**config.mk**
```make
export PLATFORM = sky130hd
export DESIGN_NAME = uart_tx_arbiter
export DESIGN_NICKNAME = d
export VERILOG_FILES = /design/src/rtl/uart_pkg.sv /design/src/rtl/uart_rr_arbiter.sv /design/src/rtl/uart_tx_arbiter.sv
export SDC_FILE = /design/constraint.sdc
export NUM_CORES = 1
export LEC_CHECK = 0
export BUFFER_PORTS_ARGS = -buffer_cell sky130_fd_sc_hd__buf_2
export CORE_MARGIN = 2
export CORE_UTILIZATION = 30
export DETAILED_ROUTE_END_ITERATION = 10
export HOLD_SLACK_MARGIN = 0.12
export SLEW_MARGIN = 0
export SYNTH_ARGS = -nofsm -noshare
export SYNTH_HDL_FRONTEND = slang
export SYNTH_SLANG_ARGS = --single-unit
```
**constraint.sdc**
```tcl
create_clock -name i_Clock -period 3.5 [get_ports i_Clock]
set_input_delay 0.35 -clock i_Clock [delete_from_list [all_inputs] [get_ports i_Clock]]
set_output_delay 0.35 -clock i_Clock [all_outputs]
set_load 0.005 [all_outputs]
```
**src/rtl/uart_pkg.sv**
```systemverilog
// Shared definitions for the UART transmit arbiter: FSM encoding, default
// parameter values and a pointer-width helper.
package uart_pkg;

    typedef enum logic [1:0] {
        S_IDLE      = 2'd0,
        S_LOAD      = 2'd1,
        S_START     = 2'd2,
        S_WAIT_DONE = 2'd3
    } uart_arb_state_t;

    localparam int DEF_NUM_REQ      = 4;
    localparam int DEF_MAX_BURST    = 16;
    localparam int DEF_HOLD_TIMEOUT = 255;

    // A single requester still needs a one-bit pointer.
    function automatic int ptr_width(input int n);
        return (n > 1) ? $clog2(n) : 1;
    endfunction

endpackage

```
**src/rtl/uart_rr_arbiter.sv**
```systemverilog
// Round-robin pick: first requester at or after rr_ptr, wrapping modulo
// NUM_REQ. Purely combinational; the pointer is owned by the caller.
module uart_rr_arbiter
    import uart_pkg::*;
#(
    parameter int NUM_REQ = DEF_NUM_REQ,
    parameter int PTR_W   = ptr_width(NUM_REQ)
) (
    input  logic [NUM_REQ-1:0] req,
    input  logic [PTR_W-1:0]   rr_ptr,
    output logic [NUM_REQ-1:0] pick
);

    logic [PTR_W-1:0] cand;
    logic             found;

    always_comb begin
        pick  = '0;
        found = 1'b0;
        cand  = '0;
        for (int i = 0; i < NUM_REQ; i++) begin
            cand = PTR_W'((int'(rr_ptr) + i) % NUM_REQ);
            if (!found && req[cand]) begin
                pick[cand] = 1'b1;
                found      = 1'b1;
            end
        end
    end

endmodule

```
**src/rtl/uart_tx_arbiter.sv**
```systemverilog
// Shares one UART transmitter between NUM_REQ byte sources. A grant covers a
// burst of bytes, ending on Last, MAX_BURST bytes, or a hold timeout.
module uart_tx_arbiter
    import uart_pkg::*;
#(
    parameter int NUM_REQ      = DEF_NUM_REQ,
    parameter int MAX_BURST    = DEF_MAX_BURST,
    parameter int HOLD_TIMEOUT = DEF_HOLD_TIMEOUT,
    parameter int PTR_W        = ptr_width(NUM_REQ)
) (
    input  logic                   i_Clock,
    input  logic                   i_Rst_n,
    input  logic [NUM_REQ-1:0]     i_Req_Valid,
    input  logic [8*NUM_REQ-1:0]   i_Req_Byte,
    input  logic [NUM_REQ-1:0]     i_Req_Last,
    output logic [NUM_REQ-1:0]     o_Req_Ready,
    output logic [NUM_REQ-1:0]     o_Grant,
    output logic                   o_Tx_DV,
    output logic [7:0]             o_Tx_Byte,
    input  logic                   i_Tx_Active,
    input  logic                   i_Tx_Done,
    output logic                   o_Busy,
    output uart_arb_state_t        o_State,
    output logic [PTR_W-1:0]       o_Rr_Ptr
);

    localparam int BURST_W = $clog2(MAX_BURST + 1);
    localparam int HOLD_W  = $clog2(HOLD_TIMEOUT + 1);
    localparam logic [BURST_W-1:0] BURST_MAX = BURST_W'(MAX_BURST);
    localparam logic [HOLD_W-1:0]  HOLD_MAX  = HOLD_W'(HOLD_TIMEOUT);

    uart_arb_state_t      state_q, state_d;
    logic [NUM_REQ-1:0]   grant_q, grant_d;
    logic [PTR_W-1:0]     gidx_q, gidx_d;
    logic [PTR_W-1:0]     rr_ptr_q, rr_ptr_d;
    logic [BURST_W-1:0]   burst_q, burst_d;
    logic [HOLD_W-1:0]    hold_q, hold_d;
    logic                 last_q, last_d;
    logic [7:0]           byte_q, byte_d;

    logic [NUM_REQ-1:0]   pick;
    logic [PTR_W-1:0]     pick_idx;
    logic [PTR_W-1:0]     next_ptr;
    logic [NUM_REQ-1:0]   ready;
    logic                 tx_dv;
    logic                 rel_grant;
    logic [7:0]           req_bytes [NUM_REQ];

    uart_rr_arbiter #(
        .NUM_REQ (NUM_REQ),
        .PTR_W   (PTR_W)
    ) u_rr (
        .req    (i_Req_Valid),
        .rr_ptr (rr_ptr_q),
        .pick   (pick)
    );

    always_comb begin
        pick_idx = '0;
        for (int k = 0; k < NUM_REQ; k++) begin
            if (pick[k]) begin
                pick_idx = PTR_W'(k);
            end
        end
    end

    always_comb begin
        for (int k = 0; k < NUM_REQ; k++) begin
            req_bytes[k] = i_Req_Byte[8*k +: 8];
        end
    end

    assign next_ptr = (gidx_q == PTR_W'(NUM_REQ - 1)) ? '0 : gidx_q + 1'b1;

    // Handshake: a byte moves from requester g only in a cycle where
    // i_Req_Valid[g] && o_Req_Ready[g]; ready is offered solely to the
    // granted requester in S_LOAD while the transmitter is idle, and valid
    // may be withdrawn at any time (the hold timeout recovers the grant).
    always_comb begin
        state_d   = state_q;
        grant_d   = grant_q;
        gidx_d    = gidx_q;
        rr_ptr_d  = rr_ptr_q;
        burst_d   = burst_q;
        hold_d    = hold_q;
        last_d    = last_q;
        byte_d    = byte_q;
        ready     = '0;
        tx_dv     = 1'b0;
        rel_grant = 1'b0;

        case (state_q)
            S_IDLE: begin
                if (|i_Req_Valid) begin
                    grant_d = pick;
                    gidx_d  = pick_idx;
                    burst_d = '0;
                    hold_d  = '0;
                    state_d = S_LOAD;
                end
            end
            S_LOAD: begin
                ready[gidx_q] = i_Req_Valid[gidx_q] & ~i_Tx_Active;
                if (ready[gidx_q]) begin
                    byte_d  = req_bytes[gidx_q];
                    last_d  = i_Req_Last[gidx_q];
                    burst_d = burst_q + 1'b1;
                    state_d = S_START;
                end else if (hold_q + 1'b1 == HOLD_MAX) begin
                    rel_grant = 1'b1;
                end else begin
                    hold_d = hold_q + 1'b1;
                end
            end
            S_START: begin
                tx_dv   = 1'b1;
                state_d = S_WAIT_DONE;
            end
            S_WAIT_DONE: begin
                if (i_Tx_Done) begin
                    if (last_q || (burst_q == BURST_MAX)) begin
                        rel_grant = 1'b1;
                    end else begin
                        hold_d  = '0;
                        state_d = S_LOAD;
                    end
                end
            end
            default: begin
                state_d = S_IDLE;
            end
        endcase

        // Hand the pointer past the releasing owner so it goes to the back.
        if (rel_grant) begin
            grant_d  = '0;
            rr_ptr_d = next_ptr;
            burst_d  = '0;
            hold_d   = '0;
            state_d  = S_IDLE;
        end
    end

    always_ff @(posedge i_Clock or negedge i_Rst_n) begin
        if (!i_Rst_n) begin
            state_q  <= S_IDLE;
            grant_q  <= '0;
            gidx_q   <= '0;
            rr_ptr_q <= '0;
            burst_q  <= '0;
            hold_q   <= '0;
            last_q   <= 1'b0;
            byte_q   <= 8'h00;
        end else begin
            state_q  <= state_d;
            grant_q  <= grant_d;
            gidx_q   <= gidx_d;
            rr_ptr_q <= rr_ptr_d;
            burst_q  <= burst_d;
            hold_q   <= hold_d;
            last_q   <= last_d;
            byte_q   <= byte_d;
        end
    end

    assign o_Req_Ready = ready;
    assign o_Grant     = grant_q;
    assign o_Tx_DV     = tx_dv;
    assign o_Tx_Byte   = byte_q;
    assign o_Busy      = (state_q != S_IDLE);
    assign o_State     = state_q;
    assign o_Rr_Ptr    = rr_ptr_q;

endmodule
```
==> results of run 1 <==
final cells by class:
| cell class | instances | area (µm²) | share of cell area |
|---|---|---|---|
| Multi-Input combinational cell | 183 | 1590 | 0.527 |
| Clock inverter | 2 | 10.0 | 0.00332 |
| Clock buffer | 6 | 82.6 | 0.0274 |
| Tap cell | 105 | 131 | 0.0435 |
| Timing Repair Buffer | 68 | 348 | 0.115 |
| Inverter | 15 | 56.3 | 0.0187 |
| Sequential cell | 32 | 801 | 0.265 |
per-layer routing:
metal,share of wire,vias to the layer above,track usage
met3,0.080,7,0.0292
met5,0,-,0
met1,0.44,1018,0.162
met2,0.46,81,0.231
met4,0.017,0,0.0543
li1,-,1050,-
cells in the final DEF (no fill, tap or decap), types with 3 or more instances in the layout:
cell type / n
and3_1: 8
a21o_1: 5
a221o_1: 3
nand4_1: 4
nor3b_1: 4
mux4_2: 12
a21oi_1: 5
nand3b_1: 3
a22o_1: 3
ha_1: 18
nand3_1: 6
clkbuf_8: 6
nor2b_1: 6
inv_1: 15
nand2_1: 11
a31oi_1: 5
o21ai_0: 10
dfrtp_1: 32
buf_4: 3
mux2i_1: 3
buf_2: 65
a211o_1: 6
nor3_1: 6
mux2_2: 12
and2_1: 6
o31ai_1: 4
a221oi_1: 3
nor2_1: 9
sequential cells by signal, indices dropped and copies added (netlist names):
name       cells
hold_q         8
o_Tx_Byte      8
burst_q        5
o_Grant        4
gidx_q         2
o_Rr_Ptr       2
o_State        2
last_q         1
power groups by stage:
stage                     Clock, W  Sequential (W)  Combinational (W)
final                     0.000298        0.000691            0.00120
after global routing      0.000331        0.000723            0.00133
after CTS                 0.000312        0.000693            0.00121
after detailed placement         0        0.000699            0.00120
after global placement           0        0.000692            0.00119
after floorplan                  0        0.000631           0.000909
logic make-up after synthesis:
logic type	Yosys count
AOI/OAI and AO/OA	61
xor gates and xnor gates	1
and+or+nand+nor	76
DFF	32
buffers and inverters	24
muxes	27
adders and majority gates	18
cells in the mapped netlist (5+ instances only):
cell,instances
dfrtp_1,32
ha_1,18
inv_1,15
mux2_2,12
mux4_2,12
nand2_1,11
o21ai_0,10
nor2_1,9
and3_1,8
a211o_1,6
and2_1,6
nand3_1,6
nor2b_1,6
nor3_1,6
a21o_1,5
a21oi_1,5
a31oi_1,5
buf_2,5
final timing paths:
check | startpoint | endpoint | slack (ns)
min in group i_Clock | o_Tx_Byte[6] | o_Tx_Byte[6] | 0.50
max reg2reg | o_Rr_Ptr[0] | gidx_q[0] | 0.53
min | i_Rst_n | o_Tx_Byte[4] | 0.12
max | o_Rr_Ptr[0] | gidx_q[0] | 0.53
max in group asynchronous | i_Rst_n | o_Grant[1] | 2.91
min reg2reg | o_Tx_Byte[6] | o_Tx_Byte[6] | 0.50
metrics by stage:
stage / hold slack (ns) / area (µm²) / total power (W)
final: 0.121 / 3020 / 0.00219
after global routing: 0.180 / 3020 / 0.00239
after CTS: 0.152 / 3020 / 0.00221
after detailed placement: 0.470 / 2930 / 0.00190
after global placement: 0.454 / 2930 / 0.00188
after floorplan: 0.0544 / 2490 / 0.00154
worst max-delay path: cells and delay by family (launching register included):
kind	cells	cell delay, ns
flip-flops	1	0.57
multiplexers	1	0.53
AO/OA/AOI/OAI	3	0.85
adder cells (fa/ha/maj)	1	0.42
buffers and inverters	1	0.23
AND/OR/NAND/NOR	2	0.29
==> results.sh, run 1 <==
export IMPL_drc=0
export IMPL_die_w_um=95.2
export IMPL_syn_area_um2=2490
export IMPL_finalSetupViolations=0
export IMPL_yosys_warnings=0
export IMPL_n_fill_cell=809
export IMPL_cts_sinks=32
export IMPL_die_y_um=95.2
export IMPL_pwr_share_clk=0.136
export IMPL_synth_simple_area_share=0.176
export IMPL_cpPeakStageDelay_ns=0.57
export IMPL_pwr_density_cell_nw_per_um2=726
export IMPL_synthMuxAreaShare=0.175
export IMPL_synthTopCellsByArea="dfrtp_1 32%, mux4_2 11%, ha_1 9.0%"
export IMPL_rsz0062_at_grt="false"
export IMPL_ioPinCount=66
export IMPL_overflow=0
export IMPL_cp_start_kind="flop"
export IMPL_synth_edff_count=0
export IMPL_syn_to_final_growth_pct=21.0
export IMPL_synth_top_family_by_area="compound AO/OA/AOI/OAI gates"
export IMPL_grt_max_degree=33
export IMPL_yosysUniqueCellTypes=53
export IMPL_period_share=0.849
export IMPL_final_antenna_net_count=0
export IMPL_combinationalPowerShare=0.548
export IMPL_nets=367
export IMPL_critPathSlowestCell="dfrtp_1"
export IMPL_drt_pass1_iterations=4
export IMPL_syn_instance_count=239
export IMPL_layout_drive_gt1_share=0.359
export IMPL_wire_per_inst_um=14.6
export IMPL_synth_flop_cell="dfrtp_1"
export IMPL_n_antenna_cell=0
export IMPL_yosysSeqAreaShare=0.321
export IMPL_max_slew_margin=0.514
export IMPL_syn_num_nets=301
export IMPL_reg2reg_depth=8
export IMPL_start_util=0.307
export IMPL_synth_top_area_share=0.321
export IMPL_place_hpwl_um=4550
export IMPL_crit_required_ns=3.70
export IMPL_maxSlewViolCount=0
export IMPL_hold_path_class="in2async"
export IMPL_synth_compound_area_frac=0.193
export IMPL_die_area_um2=9060
export IMPL_cts_hold_repair_buffers=0
export IMPL_io_buffers=65
export IMPL_antenna_found_initial=0
export IMPL_cp_max_fo=11
export IMPL_p_int_w=0.00127
export IMPL_dp_slack_ns=0.582
export IMPL_worstSetupEndpointType="flop"
export IMPL_finalWorstSetupSlack_ns=0.530
export IMPL_criticalPathCategory="reg2reg"
export IMPL_power_frac_seq=0.316
export IMPL_place_gp_congestion=0.776
export IMPL_path_cells="inv_1 > ha_1 > mux4_2 > nor2b_1 > a22o_1 > a221oi_1 > nand2b_1 > a31oi_1"
export IMPL_synth_fa_ha_area_frac=0.0903
export IMPL_swShare=0.422
export IMPL_drv_cap=0
export IMPL_clk_latency_ns=0.28
export IMPL_clk_pin_slew_ns=0.07
export IMPL_synth_top_cell_by_area="dfrtp_1"
export IMPL_drt_iter0_markers=139
export IMPL_peakVddDrop_mv=0.226
export IMPL_synthArstFlopShare=1.00
export IMPL_std_cell_rows=33
export IMPL_crit_arrival_ns=3.17
export IMPL_cts_root_buf="clkbuf_8"
export IMPL_vias=2156
export IMPL_synth_xor_area_share=0.00351
export IMPL_cts_buffers=5
export IMPL_leakage_nw=1.48
export IMPL_grt_pass1_wl_um=9600
export IMPL_h_tree_depth=2
export IMPL_finClkSkew_ns=0.00615
export IMPL_core_area_um2=8130
export IMPL_ys_ff_latch=32
export IMPL_hold_viol=0
export IMPL_place_inst=403
export IMPL_cts_repair_resized=0
export IMPL_finalWirelength_um=6020
export IMPL_final_cell_count_no_fill=411
export IMPL_fin_tns_setup_ns=0
export IMPL_cts_tree="done"
export IMPL_track_usage=0.134
export IMPL_utilization=0.371
export IMPL_outcome="finished clean"
export IMPL_grt_pass1_vias=2079
export IMPL_max_freq_ghz=0.337
export IMPL_worstMarginPinSlew_ns=0.729
export IMPL_avgSynthCellArea_um2=10.4
export IMPL_viasPerCell=5.25
export IMPL_p_switching_w=0.000924
export IMPL_clockBufferDepth=2
export IMPL_postCtsSetupBuffers=0
export IMPL_period_minus_slack_ns=2.97
Power figures use the tool's default switching activity.
==> run 2: changes to the inputs <==
==> constraint.sdc (replaced) <==
create_clock -name i_Clock -period 2.5 [get_ports i_Clock]
set_input_delay 0.25 -clock i_Clock [delete_from_list [all_inputs] [get_ports i_Clock]]
set_output_delay 0.25 -clock i_Clock [all_outputs]
set_load 0.005 [all_outputs]
==> run 2 against run 1 <==
- clock skew about the same
- register-to-register slack worse by 0.45 ns
- combinational power up 63%
- global-route usage up 0.93 points
- setup slack worse by 0.45 ns
- maximum frequency up 23%
- largest cell class unchanged
- hold slack better by 0.28 ns
- final area up 4.9%
- wire length up 6.7%
- critical path type unchanged
- sequential power up 30%
==> results.sh, run 2 (synthesis results as in run 1) <==
export IMPL_clk_pin_slew_ns=0.07
export IMPL_layout_drive_gt1_share=0.414
export IMPL_period_share=0.966
export IMPL_critPathSlowestCell="or3b_2"
export IMPL_drc=0
export IMPL_period_minus_slack_ns=2.42
export IMPL_start_util=0.307
export IMPL_ioPinCount=66
export IMPL_io_buffers=65
export IMPL_utilization=0.389
export IMPL_antenna_found_initial=0
export IMPL_track_usage=0.143
export IMPL_pwr_share_clk=0.129
export IMPL_drt_pass1_iterations=4
export IMPL_p_int_w=0.00190
export IMPL_max_freq_ghz=0.414
export IMPL_p_switching_w=0.00137
export IMPL_grt_pass1_vias=2170
export IMPL_clk_latency_ns=0.29
export IMPL_cp_max_fo=5
export IMPL_die_y_um=95.2
export IMPL_crit_required_ns=2.69
export IMPL_path_cells="inv_1 > ha_1 > or3b_2 > a2111o_1 > nand2_1 > a221oi_1 > buf_4 > o31ai_1"
export IMPL_criticalPathCategory="reg2reg"
export IMPL_max_slew_margin=0.505
export IMPL_syn_to_final_growth_pct=27.0
export IMPL_outcome="finished clean"
export IMPL_h_tree_depth=2
export IMPL_place_inst=417
export IMPL_rsz0062_at_grt="true"
export IMPL_worstSetupEndpointType="flop"
export IMPL_wire_per_inst_um=15.1
export IMPL_die_area_um2=9060
export IMPL_viasPerCell=5.28
export IMPL_postCtsSetupBuffers=0
export IMPL_worstMarginPinSlew_ns=0.742
export IMPL_finClkSkew_ns=0.00652
export IMPL_cts_sinks=32
export IMPL_overflow=0
export IMPL_hold_path_class="in2reg"
export IMPL_std_cell_rows=33
export IMPL_final_antenna_net_count=0
export IMPL_clockBufferDepth=2
export IMPL_cts_tree="done"
export IMPL_power_frac_seq=0.275
export IMPL_maxSlewViolCount=0
export IMPL_grt_max_degree=33
export IMPL_layout_commonest_cell="buf_2"
export IMPL_hold_viol=0
export IMPL_place_gp_congestion=0.801
export IMPL_finalWirelength_um=6420
export IMPL_swShare=0.418
export IMPL_core_area_um2=8130
export IMPL_hold_worst_slack_ns=0.402
export IMPL_placed_area_um2=3030
export IMPL_mostFrequentLayoutCells="65 x buf_2, 29 x dfrtp_1, 17 x ha_1, 17 x buf_4, 15 x inv_1"
export IMPL_pwr_density_cell_nw_per_um2=1030
export IMPL_n_fill_cell=812
export IMPL_final_cell_count_no_fill=426
export IMPL_total_power_w=0.00327
export IMPL_die_w_um=95.2
export IMPL_cpPeakStageDelay_ns=0.45
export IMPL_leakage_nw=1.55
export IMPL_cts_buffers=5
export IMPL_finalInstanceArea_um2=3170
export IMPL_nets=382
export IMPL_combinationalPowerShare=0.596
export IMPL_cts_root_buf="clkbuf_8"
export IMPL_drt_iter0_markers=106
export IMPL_place_hpwl_um=4850
export IMPL_vias=2250
export IMPL_n_antenna_cell=0
export IMPL_crit_arrival_ns=2.61
export IMPL_grt_pass1_wl_um=10200
export IMPL_drv_cap=0
export IMPL_peakVddDrop_mv=0.264
export IMPL_cp_start_kind="flop"
export IMPL_finalSetupViolations=0
[run 2: routing by layer]
layer / track usage / vias to the layer above / share of wire
li1: - / 1090 / -
met1: 0.177 / 1086 / 0.44
met2: 0.252 / 70 / 0.48
met3: 0.0340 / 4 / 0.074
met4: 0.0326 / 0 / 0.0083
met5: 0 / - / 0
[run 2: worst paths after layout]
kind	start	end	slack, ns	cells past startpoint
max reg2reg	o_Rr_Ptr[1]	o_Grant[3]	0.08	8
min in group asynchronous	i_Rst_n	hold_q[4]	0.56	2
max in group asynchronous	i_Rst_n	gidx_q[0]	1.41	2
min reg2reg	o_Tx_Byte[1]	o_Tx_Byte[1]	0.50	1
min	i_Tx_Done	o_State[0]	0.40	4
max	o_Rr_Ptr[1]	o_Grant[3]	0.08	8
[run 2: power groups by stage]
stage	clock network [W]	registers, W	logic (W)
2_1_floorplan	0	0.000885	0.00130
3_3_place_gp	0	0.000890	0.00187
3_5_place_dp	0	0.000901	0.00189
4_1_cts	0.000438	0.000892	0.00190
5_1_grt	0.000461	0.000932	0.00216
6_report	0.000422	0.000901	0.00195
[run 2: cell type report]
| type | count | area (µm²) | area share |
|---|---|---|---|
| Clock buffer | 6 | 82.6 | 0.0261 |
| Clock inverter | 2 | 10.0 | 0.00316 |
| Inverter | 15 | 56.3 | 0.0178 |
| Multi-Input combinational cell | 183 | 1620 | 0.511 |
| Sequential cell | 32 | 805 | 0.254 |
| Tap cell | 105 | 131 | 0.0415 |
| Timing Repair Buffer | 83 | 463 | 0.146 |
[run 2: stage by stage]
stage,setup WS (ns),setup TNS (ns)
after global routing,-0.00630,-0.00630
after global placement,0.105,0
after CTS,0.0378,0
final,0.0847,0
after detailed placement,0.0419,0
after floorplan,0.0263,0
[run 2: repair_timing]
item / in CTS / in global routing
endpoints found under the setup margin: 0 / 18
gates resized for setup: 0 / 8
hold endpoints to repair: 32 / 0
hold buffers: 1 / 0
[run 2: worst max-delay path, delay by kind of cell (launching register included)]
family | cells | cell delay [ns]
adder cells (fa/ha/maj) | 1 | 0.30
buffers and inverters | 2 | 0.28
flip-flops | 1 | 0.38
AND/OR/NAND/NOR | 2 | 0.61
AO/OA/AOI/OAI | 3 | 0.75
